$ cat src/rtl/activation_pipe.sv
// Two-stage valid/ready activation pipeline (ReLU / leaky / clipped / identity) over LANES signed lanes.
// Optional macro ACT_ZERO_STATS_EN adds a saturating zero_count port tracking zero-valued output lanes.
module activation_pipe #(
    parameter int unsigned DATA_W     = 21,
    parameter int unsigned LANES      = 1,
    parameter int unsigned LEAK_SHIFT = 3
) (
    input  logic                      clk,
    input  logic                      rst,
    input  logic                      in_valid,
    output logic                      in_ready,
    input  logic [LANES*DATA_W-1:0]   in_data,
    input  logic [1:0]                mode,
    input  logic [DATA_W-1:0]         clip,
    output logic                      out_valid,
    input  logic                      out_ready,
    output logic [LANES*DATA_W-1:0]   out_data
`ifdef ACT_ZERO_STATS_EN
    ,
    output logic [31:0]               zero_count
`endif
);

    localparam int unsigned BUS_W = LANES * DATA_W;

    typedef enum logic [1:0] {
        MODE_RELU  = 2'b00,
        MODE_LEAKY = 2'b01,
        MODE_CLIP  = 2'b10,
        MODE_IDENT = 2'b11
    } mode_e;

    logic                     s1_valid_q, s1_valid_d;
    logic [BUS_W-1:0]         s1_data_q,  s1_data_d;
    mode_e                    s1_mode_q,  s1_mode_d;
    logic signed [DATA_W-1:0] s1_clip_q,  s1_clip_d;
    logic                     s2_valid_q, s2_valid_d;
    logic [BUS_W-1:0]         s2_data_q,  s2_data_d;

    logic                     s1_adv, s2_adv;
    logic [BUS_W-1:0]         act_res;
    logic signed [DATA_W-1:0] lane_x, lane_y;

    // Ready chain is combinational from out_ready; no skid buffer.
    always_comb begin
        s2_adv = !s2_valid_q || out_ready;
        s1_adv = !s1_valid_q || s2_adv;
    end

    assign in_ready  = s1_adv;
    assign out_valid = s2_valid_q;
    assign out_data  = s2_data_q;

    // Per-lane activation on the stage-1 beat, using that beat's own mode and clip.
    always_comb begin
        act_res = '0;
        lane_x  = '0;
        lane_y  = '0;
        for (int unsigned i = 0; i < LANES; i++) begin
            lane_x = s1_data_q[i*DATA_W +: DATA_W];
            case (s1_mode_q)
                MODE_RELU:  lane_y = lane_x[DATA_W-1] ? '0 : lane_x;
                MODE_LEAKY: lane_y = lane_x[DATA_W-1] ? (lane_x >>> LEAK_SHIFT) : lane_x;
                MODE_CLIP: begin
                    if (s1_clip_q[DATA_W-1] || lane_x[DATA_W-1]) begin
                        lane_y = '0;
                    end else if (lane_x > s1_clip_q) begin
                        lane_y = s1_clip_q;
                    end else begin
                        lane_y = lane_x;
                    end
                end
                MODE_IDENT: lane_y = lane_x;
            endcase
            act_res[i*DATA_W +: DATA_W] = lane_y;
        end
    end

    always_comb begin
        s1_valid_d = s1_valid_q;
        s1_data_d  = s1_data_q;
        s1_mode_d  = s1_mode_q;
        s1_clip_d  = s1_clip_q;
        s2_valid_d = s2_valid_q;
        s2_data_d  = s2_data_q;
        if (s1_adv) begin
            s1_valid_d = in_valid;
            if (in_valid) begin
                s1_data_d = in_data;
                s1_mode_d = mode_e'(mode);
                s1_clip_d = clip;
            end
        end
        if (s2_adv) begin
            s2_valid_d = s1_valid_q;
            if (s1_valid_q) begin
                s2_data_d = act_res;
            end
        end
    end

    always_ff @(posedge clk) begin
        if (rst) begin
            s1_valid_q <= 1'b0;
            s1_data_q  <= '0;
            s1_mode_q  <= MODE_RELU;
            s1_clip_q  <= '0;
            s2_valid_q <= 1'b0;
            s2_data_q  <= '0;
        end else begin
            s1_valid_q <= s1_valid_d;
            s1_data_q  <= s1_data_d;
            s1_mode_q  <= s1_mode_d;
            s1_clip_q  <= s1_clip_d;
            s2_valid_q <= s2_valid_d;
            s2_data_q  <= s2_data_d;
        end
    end

`ifdef ACT_ZERO_STATS_EN
    localparam int unsigned CNT_W = $clog2(LANES + 1);

    logic [31:0]      zero_count_q, zero_count_d;
    logic [CNT_W-1:0] zero_lanes;
    logic [32:0]      zc_sum;

    // Count zero lanes of the beat leaving on this handshake; saturate at all-ones.
    always_comb begin
        zero_lanes = '0;
        for (int unsigned i = 0; i < LANES; i++) begin
            if (s2_data_q[i*DATA_W +: DATA_W] == '0) begin
                zero_lanes = zero_lanes + CNT_W'(1);
            end
        end
        zc_sum       = {1'b0, zero_count_q} + 33'(zero_lanes);
        zero_count_d = zero_count_q;
        if (s2_valid_q && out_ready) begin
            zero_count_d = zc_sum[32] ? 32'hFFFF_FFFF : zc_sum[31:0];
        end
    end

    always_ff @(posedge clk) begin
        if (rst) begin
            zero_count_q <= '0;
        end else begin
            zero_count_q <= zero_count_d;
        end
    end

    assign zero_count = zero_count_q;
`endif

endmodule

$ cat config.mk
export PLATFORM = sky130hd
export DESIGN_NAME = activation_pipe
export DESIGN_NICKNAME = d
export VERILOG_FILES = /design/src/rtl/activation_pipe.sv
export SDC_FILE = /design/constraint.sdc
export NUM_CORES = 1
export LEC_CHECK = 0
export CELL_PAD_IN_SITES_DETAIL_PLACEMENT = 1
export CELL_PAD_IN_SITES_GLOBAL_PLACEMENT = 2
export CORE_ASPECT_RATIO = 1.5
export CORE_MARGIN = 5
export CORE_UTILIZATION = 27
export CTS_BUF_LIST = sky130_fd_sc_hd__clkbuf_4
export DETAILED_ROUTE_END_ITERATION = 12
export GPL_ROUTABILITY_DRIVEN = 1
export HOLD_SLACK_MARGIN = 0.02
export PLACE_DENSITY = 0.78
export REMOVE_ABC_BUFFERS = 1
export SLEW_MARGIN = 20
export SYNTH_ARGS = -nofsm -noshare
export SYNTH_HDL_FRONTEND = slang
export SYNTH_SLANG_ARGS = --single-unit
$ cat constraint.sdc
create_clock -name clk -period 2.94 [get_ports clk]
set_clock_uncertainty 0.1 [all_clocks]
set_input_delay 0.882 -clock clk [delete_from_list [all_inputs] [get_ports clk]]
set_output_delay 0.882 -clock clk [all_outputs]
set_load 0.05 [all_outputs]
### Word-level counts from Yosys, hierarchy flattened

Index checks and enable logic that the tools add are counted.

* flip-flop bits (word level): 67
* latch bits: 0
* RAM bits: 0
* bits in read-only memories: 0
* output and inout port bits: 23
* word-level logic and storage cells: 23
* memories kept: 0

* add/sub/neg operators: 0
* multipliers: 0
* divide/modulo/power cells: 0
* magnitude comparators: 1
* equal/unequal tests: 3
* shifts and indexed selects: 0
* muxes and demuxes: 5
* bitwise operators: 0
* reduce and logical (&&, ||, !) cells: 8

Operators by type and width (count)
* 21-bit one-hot mux with 4 select lines: 1
* 21-bit two-way mux: 3
* 21-bit > comparator: 1
* 20-bit two-way mux: 1
* 2-bit equality test (second input constant): 2
* 2-bit AND reduction: 2
* 1-bit logical OR: 3
* 2-bit by 1-bit equality test with 1-bit output (second input constant): 1
* 1-bit zero test: 2
* 2-bit zero test: 1

### Longest topological paths before layout

Gate-level depths: netlist of the first run.

* depth in word-level cells: 4
* depth in mapped cells: 11
* depth with buffers taken out: 9

### Worst setup path before layout of the first run

No wires, ideal clock.

* path kind: reg2reg
* start point: reg s1_data_q[20], in the netlist lane_x[20]
* end point: reg s2_data_q[0], in the netlist out_data[0]
* arrival: 2.599 ns
* required time: 2.713 ns
* setup slack: 0.114 ns
* cell stages (with the launch flop): 11
* period minus slack after synthesis: 2.826 ns
* cells stage by stage: dfxtp_1 clkinv_1 clkbuf_1 ha_1 and4b_1 and2_1 and3_1 a221o_1 mux2i_4 buf_2 o211ai_1

* longest elaborated chain between the ends: 4
* elaborated cells on any way between the ends: 7

Ends and longest elaborated chain
* start, declared: RTL line 34 `logic [BUS_W-1:0] s1_data_q, s1_data_d;`
* start signal, assigned: RTL line 112 `s1_data_q <= s1_data_d;`
* 21-bit > comparator: RTL line 67 `end else if (lane_x > s1_clip_q) begin`
* 21-bit two-way mux: RTL line 67
* 21-bit two-way mux: RTL line 65 `if (s1_clip_q[DATA_W-1] || lane_x[DATA_W-1]) begin`
* 21-bit one-hot mux with 4 select lines (*): RTL line 61 `case (s1_mode_q)`
* end signal, assigned: RTL line 116 `s2_data_q <= s2_data_d;`
* end, declared: RTL line 38 `logic [BUS_W-1:0] s2_data_q, s2_data_d;`

Every way passes the cells marked *; elsewhere a longest branch is shown, timed or not.
A chain may end at the register's enable or synchronous reset.

### Worst setup path in the final report of the first run

* start point: in out_ready
* end point: out in_ready

* longest elaborated chain between the ends: 2

Ends and longest elaborated chain
* start, declared: RTL line 16 `input logic out_ready,`
* 1-bit logical OR: RTL line 46 `s2_adv = !s2_valid_q || out_ready;`
* 1-bit logical OR: RTL line 47 `s1_adv = !s1_valid_q || s2_adv;`
* end, declared: RTL line 11 `output logic in_ready,`

Every way passes these cells.

==> flow_metrics.env, run 1 <==
export IMPL_status="finished, final reports clean"
export IMPL_crit_family="buffers and inverters"
export IMPL_crit_type="in -> out"
export IMPL_final_nets=682
export IMPL_drv_cap=0
export IMPL_setup_viol_count_final=0
export IMPL_p_per_area_nw_per_um2=456
export IMPL_postRouteAntennaNets=0
export IMPL_critPathCaptureType="primary output"
export IMPL_hold_class="reg -> reg"
export IMPL_numPlacedInstances=791
export IMPL_post_place_ws_ps=-68.8
export IMPL_max_stage_delay_ps=400
export IMPL_post_dp_hpwl_um=9680
export IMPL_avgViaCountPerCell=5.21
export IMPL_relSlewSlack=0.395
export IMPL_yosysWarnings=0
export IMPL_root_buffer="clkbuf_4"
export IMPL_finalNonFillerCells=809
export IMPL_leakage_nw=1.85
export IMPL_synth_top_area_frac=0.347
export IMPL_hold_viol=0
export IMPL_cts_tree="yes"
export IMPL_boundaryPins=71
export IMPL_drcViolationCount=0
export IMPL_yosysUniqueCellTypes=29
export IMPL_worstMarginPinSlew_ps=882
export IMPL_clock_latency_ps=430
export IMPL_crit_path_top_delay_cell="clkdlybuf4s50_1"
export IMPL_vias=4212
export IMPL_grt_overflow=0
export IMPL_drt_first_pass_iters=5
export IMPL_ctsHtreeMaxLevel=3
export IMPL_io_buffers=70
export IMPL_dieArea_um2=16900
export IMPL_grt_pass1_wl_um=22500
export IMPL_gp_congestion=0.796
export IMPL_ys_top_cells_by_area="dfxtp_1 (35%), nand2_1 (15%), a21oi_1 (9.6%), ha_1 (7.1%), a221o_1 (4.9%)"
export IMPL_final_setup_tns_ps=0
export IMPL_area_delta_synth_final_pct=31.9
export IMPL_setup_slack_ps=211
export IMPL_avgSynthCellArea_um2=7.21
export IMPL_wire_per_inst_um=16.8
export IMPL_initial_utilization=0.275
export IMPL_finalCritPeriodShare=0.928
export IMPL_wl_um=13600
export IMPL_antenna_found_initial=1
export IMPL_grt_setup_unrepaired="no"
export IMPL_drive_above_1_share=0.0909
export IMPL_syn_area_um2=3870
export IMPL_finalCoreUtilization=0.363
export IMPL_cts_buffer_depth=2
export IMPL_die_x_um=108
export IMPL_worst_ep_arrival_time_ps=1750
export IMPL_crit_fanout=3
export IMPL_max_freq_ghz=0.366
export IMPL_placed_cell_area_um2=4940
export IMPL_ys_seq_area_frac=0.347
export IMPL_cts_made_buffers=9
export IMPL_path_buf_inv=2
export IMPL_design_area_um2=5100
export IMPL_num_rows=53
export IMPL_clk_pin_slew_worst_paths_ps=100
export IMPL_vdd_ir_drop_worst_uv=220
export IMPL_cts_sinks=67
export IMPL_die_y_um=157
export IMPL_first_iter_violations=203
export IMPL_cp_start_kind="input pin"
export IMPL_postCtsHoldBufs=0
export IMPL_yosysTopAreaCell="dfxtp_1"
export IMPL_period_minus_slack_ps=2730
export IMPL_postSynthCellCount=536
export IMPL_whs_ps=375
export IMPL_path_cells="clkdlybuf4s50_1 > nor2b_1 > nand2_1 > buf_4"
export IMPL_synth_seq_cells=67
export IMPL_core_area_um2=14100
export IMPL_grt_max_degree=45
export IMPL_final_max_slew_viol_count=0
export IMPL_grt_pass1_vias=4492
export IMPL_cp_required_ps=1960
export IMPL_grtUsageTotal=0.168
export IMPL_power_total_mw=2.33
-- worst register-to-register path, delay by kind of cell (launching register included) --
family,cells,cell delay (ps)
mux,1,210
simple gates,1,100
buf+inv,3,350
fa+ha+maj,1,300
flops,1,350
compound gates,5,1180
-- cell usage in the layout, fill, tap and decap left out, types with 2 or more instances in the layout --
cell type,instances
a311oi_1,17
nand2_1,151
a21oi_1,74
clkinv_1,3
o211ai_1,20
mux2i_1,4
and3_1,2
and4_1,2
o21a_1,2
dfxtp_1,66
nor2_1,32
and2_1,2
nand3_1,22
inv_1,22
o21ai_0,6
buf_4,33
buf_12,5
nand4_1,20
clkdlybuf4s50_1,68
a221o_1,19
clkbuf_4,11
ha_1,22
-- layer usage --
layer	vias to the layer above	wire (um)	GRT usage
met5	-	0	0
met4	0	468	0.0812
met3	30	509	0.0322
met2	96	7280	0.301
met1	2040	5320	0.189
li1	2046	-	-
-- final cells by class --
| cell class | instances | area [um2] |
|---|---|---|
| repair buffers | 107 | 1030 |
| well taps | 192 | 240 |
| multi-input cells | 404 | 2270 |
| flip-flops and latches | 67 | 1340 |
| diodes | 1 | 2.50 |
| fillers | 1760 | 8960 |
| clock inverters | 4 | 42.5 |
| clock buffers | 11 | 82.6 |
| inverters | 23 | 86.3 |
-- sequential cells by signal, indices dropped and copies added, names as in the netlist --
name	cells
s1_mode_q	2
lane_x	21
s1_valid_q	1
out_valid	1
s1_clip_q	21
out_data	21
-- kinds of logic (layout without fill, tap and decap cells) --
kind of cell | count (synthesis) | in the layout | share of synthesized area
AND/OR/NAND/NOR | 235 | 235 | 0.257
AO/OA/AOI/OAI | 142 | 142 | 0.241
flip-flops | 67 | 67 | 0.347
buffers and inverters | 65 | 145 | 0.0676
adder cells (fa/ha/maj) | 22 | 22 | 0.0712
multiplexers | 5 | 5 | 0.0162
other | 0 | 1 | 0
-- repair_timing --
item                                    4_1_cts  5_1_grt
setup buffers                                 2        0
pin swaps                                     0        0
gates cloned                                  0        0
endpoints found under the setup margin       18       20
gates resized for setup                       0        3
-- cell usage after synthesis --
library cell	instances
o21ai_0	7
and4b_1	1
a21oi_1	74
a211o_1	1
buf_6	2
a211oi_1	1
and2_1	2
buf_2	2
mux2i_4	1
nor2_1	32
o21a_1	2
ha_1	22
clkbuf_1	35
a221o_1	19
and3_1	2
a311oi_1	17
inv_1	22
clkinv_1	1
o211ai_1	20
mux2i_1	4
dfxtp_1	67
nand2b_1	1
and4_1	2
buf_1	3
nand3_1	22
nand4_1	20
nand2_1	151
a31oi_1	1
nor2b_1	2
-- power breakdown --
group	switching, mW	internal, mW
registers	0.0529	0.964
logic	0.407	0.294
clock network	0.339	0.268
total	0.799	1.53
-- worst paths after layout --
check | start | endpoint | slack [ps] | depth (start not counted)
worst min-delay path | s1_clip_q[6] | s1_clip_q[6] | 380 | 2
worst min register to register | s1_clip_q[6] | s1_clip_q[6] | 380 | 2
worst max register to register | s1_clip_q[6] | out_data[4] | 220 | 11
worst max-delay path | out_ready | in_ready | 210 | 4
Power figures use the tool's default switching activity.
==> run 2, diff against run 1 <==
==> constraint.sdc (replaced) <==
create_clock -name clk -period 2.4 [get_ports clk]
set_clock_uncertainty 0.1 [all_clocks]
set_input_delay 0.72 -clock clk [delete_from_list [all_inputs] [get_ports clk]]
set_output_delay 0.72 -clock clk [all_outputs]
set_load 0.05 [all_outputs]
==> run 2 against run 1 <==
The flow now finishes with violations (negative setup slack); hold slack gained 12 ps; non-clock buffer count grew 39; sequential cell count did not move; global-route usage rose by 1.0 points; critical path type is now reg -> reg; critical endpoint is now out_data[20]; highest routed layer unchanged.
==> flow_metrics.env, run 2 (same netlist as run 1, synthesis figures left out) <==
export IMPL_wire_per_inst_um=17.6
export IMPL_grtUsageTotal=0.178
export IMPL_boundaryPins=71
export IMPL_dieArea_um2=16900
export IMPL_post_place_ws_ps=-354
export IMPL_drv_cap=0
export IMPL_whs_endpoint="s1_clip_q[4]"
export IMPL_cts_buffer_depth=2
export IMPL_gp_congestion=0.792
export IMPL_nFillCells=1744
export IMPL_combPwrFrac=0.303
export IMPL_cp_start_kind="flip-flop"
export IMPL_initial_utilization=0.275
export IMPL_r2r_start="s1_clip_q[9]"
export IMPL_ctsHtreeMaxLevel=3
export IMPL_placed_cell_area_um2=5140
export IMPL_post_dp_hpwl_um=10400
export IMPL_worst_ep_arrival_time_ps=2760
export IMPL_hold_viol=0
export IMPL_grt_max_degree=45
export IMPL_worst_r2r_path_depth=9
export IMPL_critPathCaptureType="flip-flop"
export IMPL_num_rows=53
export IMPL_finalCritPeriodShare=1.04
export IMPL_whs_ps=387
export IMPL_grt_overflow=0
export IMPL_clock_latency_ps=450
export IMPL_setup_slack_ps=-85.8
export IMPL_first_iter_violations=169
export IMPL_multi_input_area_um2=2450
export IMPL_die_y_um=157
export IMPL_relSlewSlack=0.485
export IMPL_intPower_mw=2.27
export IMPL_violations="negative setup slack"
export IMPL_io_buffers=70
export IMPL_rr_endpoint="out_data[20]"
export IMPL_antenna_found_initial=1
export IMPL_cts_tree="yes"
export IMPL_root_buffer="clkbuf_4"
export IMPL_final_common_cell="nand2_1"
export IMPL_clk_pin_slew_worst_paths_ps=120
export IMPL_crit_fanout=6
export IMPL_drt_first_pass_iters=4
export IMPL_max_freq_ghz=0.402
export IMPL_cts_made_buffers=9
export IMPL_drcViolationCount=0
export IMPL_final_nets=721
export IMPL_p_per_area_nw_per_um2=590
export IMPL_grt_pass1_vias=4802
export IMPL_hold_class="reg -> reg"
export IMPL_vdd_ir_drop_worst_uv=203
export IMPL_core_area_um2=14100
export IMPL_swShare=0.319
export IMPL_avgViaCountPerCell=5.20
export IMPL_status="finished with violations"
export IMPL_worstMarginPinSlew_ps=770
export IMPL_hp_start="s1_clip_q[4]"
export IMPL_postRouteAntennaNets=0
export IMPL_p_seq_frac=0.373
export IMPL_die_x_um=108
export IMPL_crit_type="reg -> reg"
export IMPL_final_max_slew_viol_count=0
export IMPL_leakage_nw=2.16
export IMPL_cp_required_ps=2670
export IMPL_vias=4418
export IMPL_area_delta_synth_final_pct=46.0
export IMPL_setup_viol_count_final=21
export IMPL_regToRegSetupSlack_ps=-90
export IMPL_clkPwrFrac=0.324
export IMPL_grt_setup_unrepaired="yes"
export IMPL_hold_path_depth=2
export IMPL_grt_pass1_wl_um=23700
export IMPL_design_area_um2=5650
export IMPL_drive_above_1_share=0.232
export IMPL_cts_sinks=67
export IMPL_period_minus_slack_ps=2490
export IMPL_wl_um=14900
export IMPL_power_switching_mw=1.06
export IMPL_regArea_um2=1360
export IMPL_final_cell_mix="nand2_1 (151), buf_4 (79), a21oi_1 (69)"
run 2: changes by cell type in the layout (fill, tap and decap cells not counted), moves of 5 or more:
cell,delta
buf_4,+46
clkdlybuf4s50_1,-22
dfxtp_1,-14
dfxtp_2,+14
buf_6,+10
ha_1,-10
ha_4,+10
dlygate4sd2_1,+6
a21oi_1,-5
run 2: power by group through the flow:
stage | Sequential (mW) | Clock, mW | Combinational [mW]
finish | 1.24 | 1.08 | 1.01
global route | 1.25 | 1.16 | 1.09
global placement | 1.26 | 0 | 0.861
floorplan | 1.36 | 0 | 0.343
detailed placement | 1.26 | 0 | 0.888
CTS | 1.24 | 1.11 | 0.995
run 2: repair_timing:
item | in CTS | in global routing
resized for setup | 53 | 13
setup endpoints to repair | 28 | 22
setup buffers | 5 | 1
pin swaps | 48 | 7
hold buffers | 0 | 0
cloned | 3 | 0
run 2: through the flow:
stage | setup TNS (ps) | cells | power, mW | util
after floorplan | -33520 | 494 | 1.70 | -
after global routing | -2940 | 849 | 3.50 | 0.402
after global placement | -3210 | 823 | 2.12 | 0.366
final | -846 | 849 | 3.33 | 0.402
after CTS | -991 | 847 | 3.34 | 0.396
after detailed placement | -6560 | 823 | 2.15 | 0.366
run 2: layout make-up:
class	count	share of cell area
Antenna cell	1	0.000443
Clock buffer	10	0.0133
Clock inverter	6	0.0226
Inverter	23	0.0157
Multi-Input combinational cell	404	0.434
Sequential cell	67	0.241
Tap cell	192	0.0426
Timing Repair Buffer	146	0.231
run 2: layer usage:
metal	track usage	vias to the layer above	routed length, um
li1	-	2126	-
met1	0.187	2169	5800
met2	0.342	91	8210
met3	0.0219	32	403
met4	0.0915	0	520
met5	0	-	0
run 2: worst max-delay path by stage:
stage | from | end | slack [ps] | depth (start not counted)
6_report | s1_clip_q[9] | out_data[20] | -90 | 9
3_5_place_dp | s1_clip_q[6] | out_data[13] | -350 | 10
4_1_cts | lane_x[20] | out_data[20] | -100 | 10
2_1_floorplan | lane_x[20] | out_data[20] | -1380 | 9
5_1_grt | s1_clip_q[7] | out_data[20] | -190 | 10
3_3_place_gp | s1_clip_q[6] | out_data[15] | -160 | 10
run 2: critical path: stages (launching register included):
cell	delay, ps
dfxtp_1	350
inv_1	50
ha_1	280
and4_4	180
a221o_1	350
a221o_1	370
mux2i_4	210
buf_6	160
o21a_1	200
a211oi_2	180
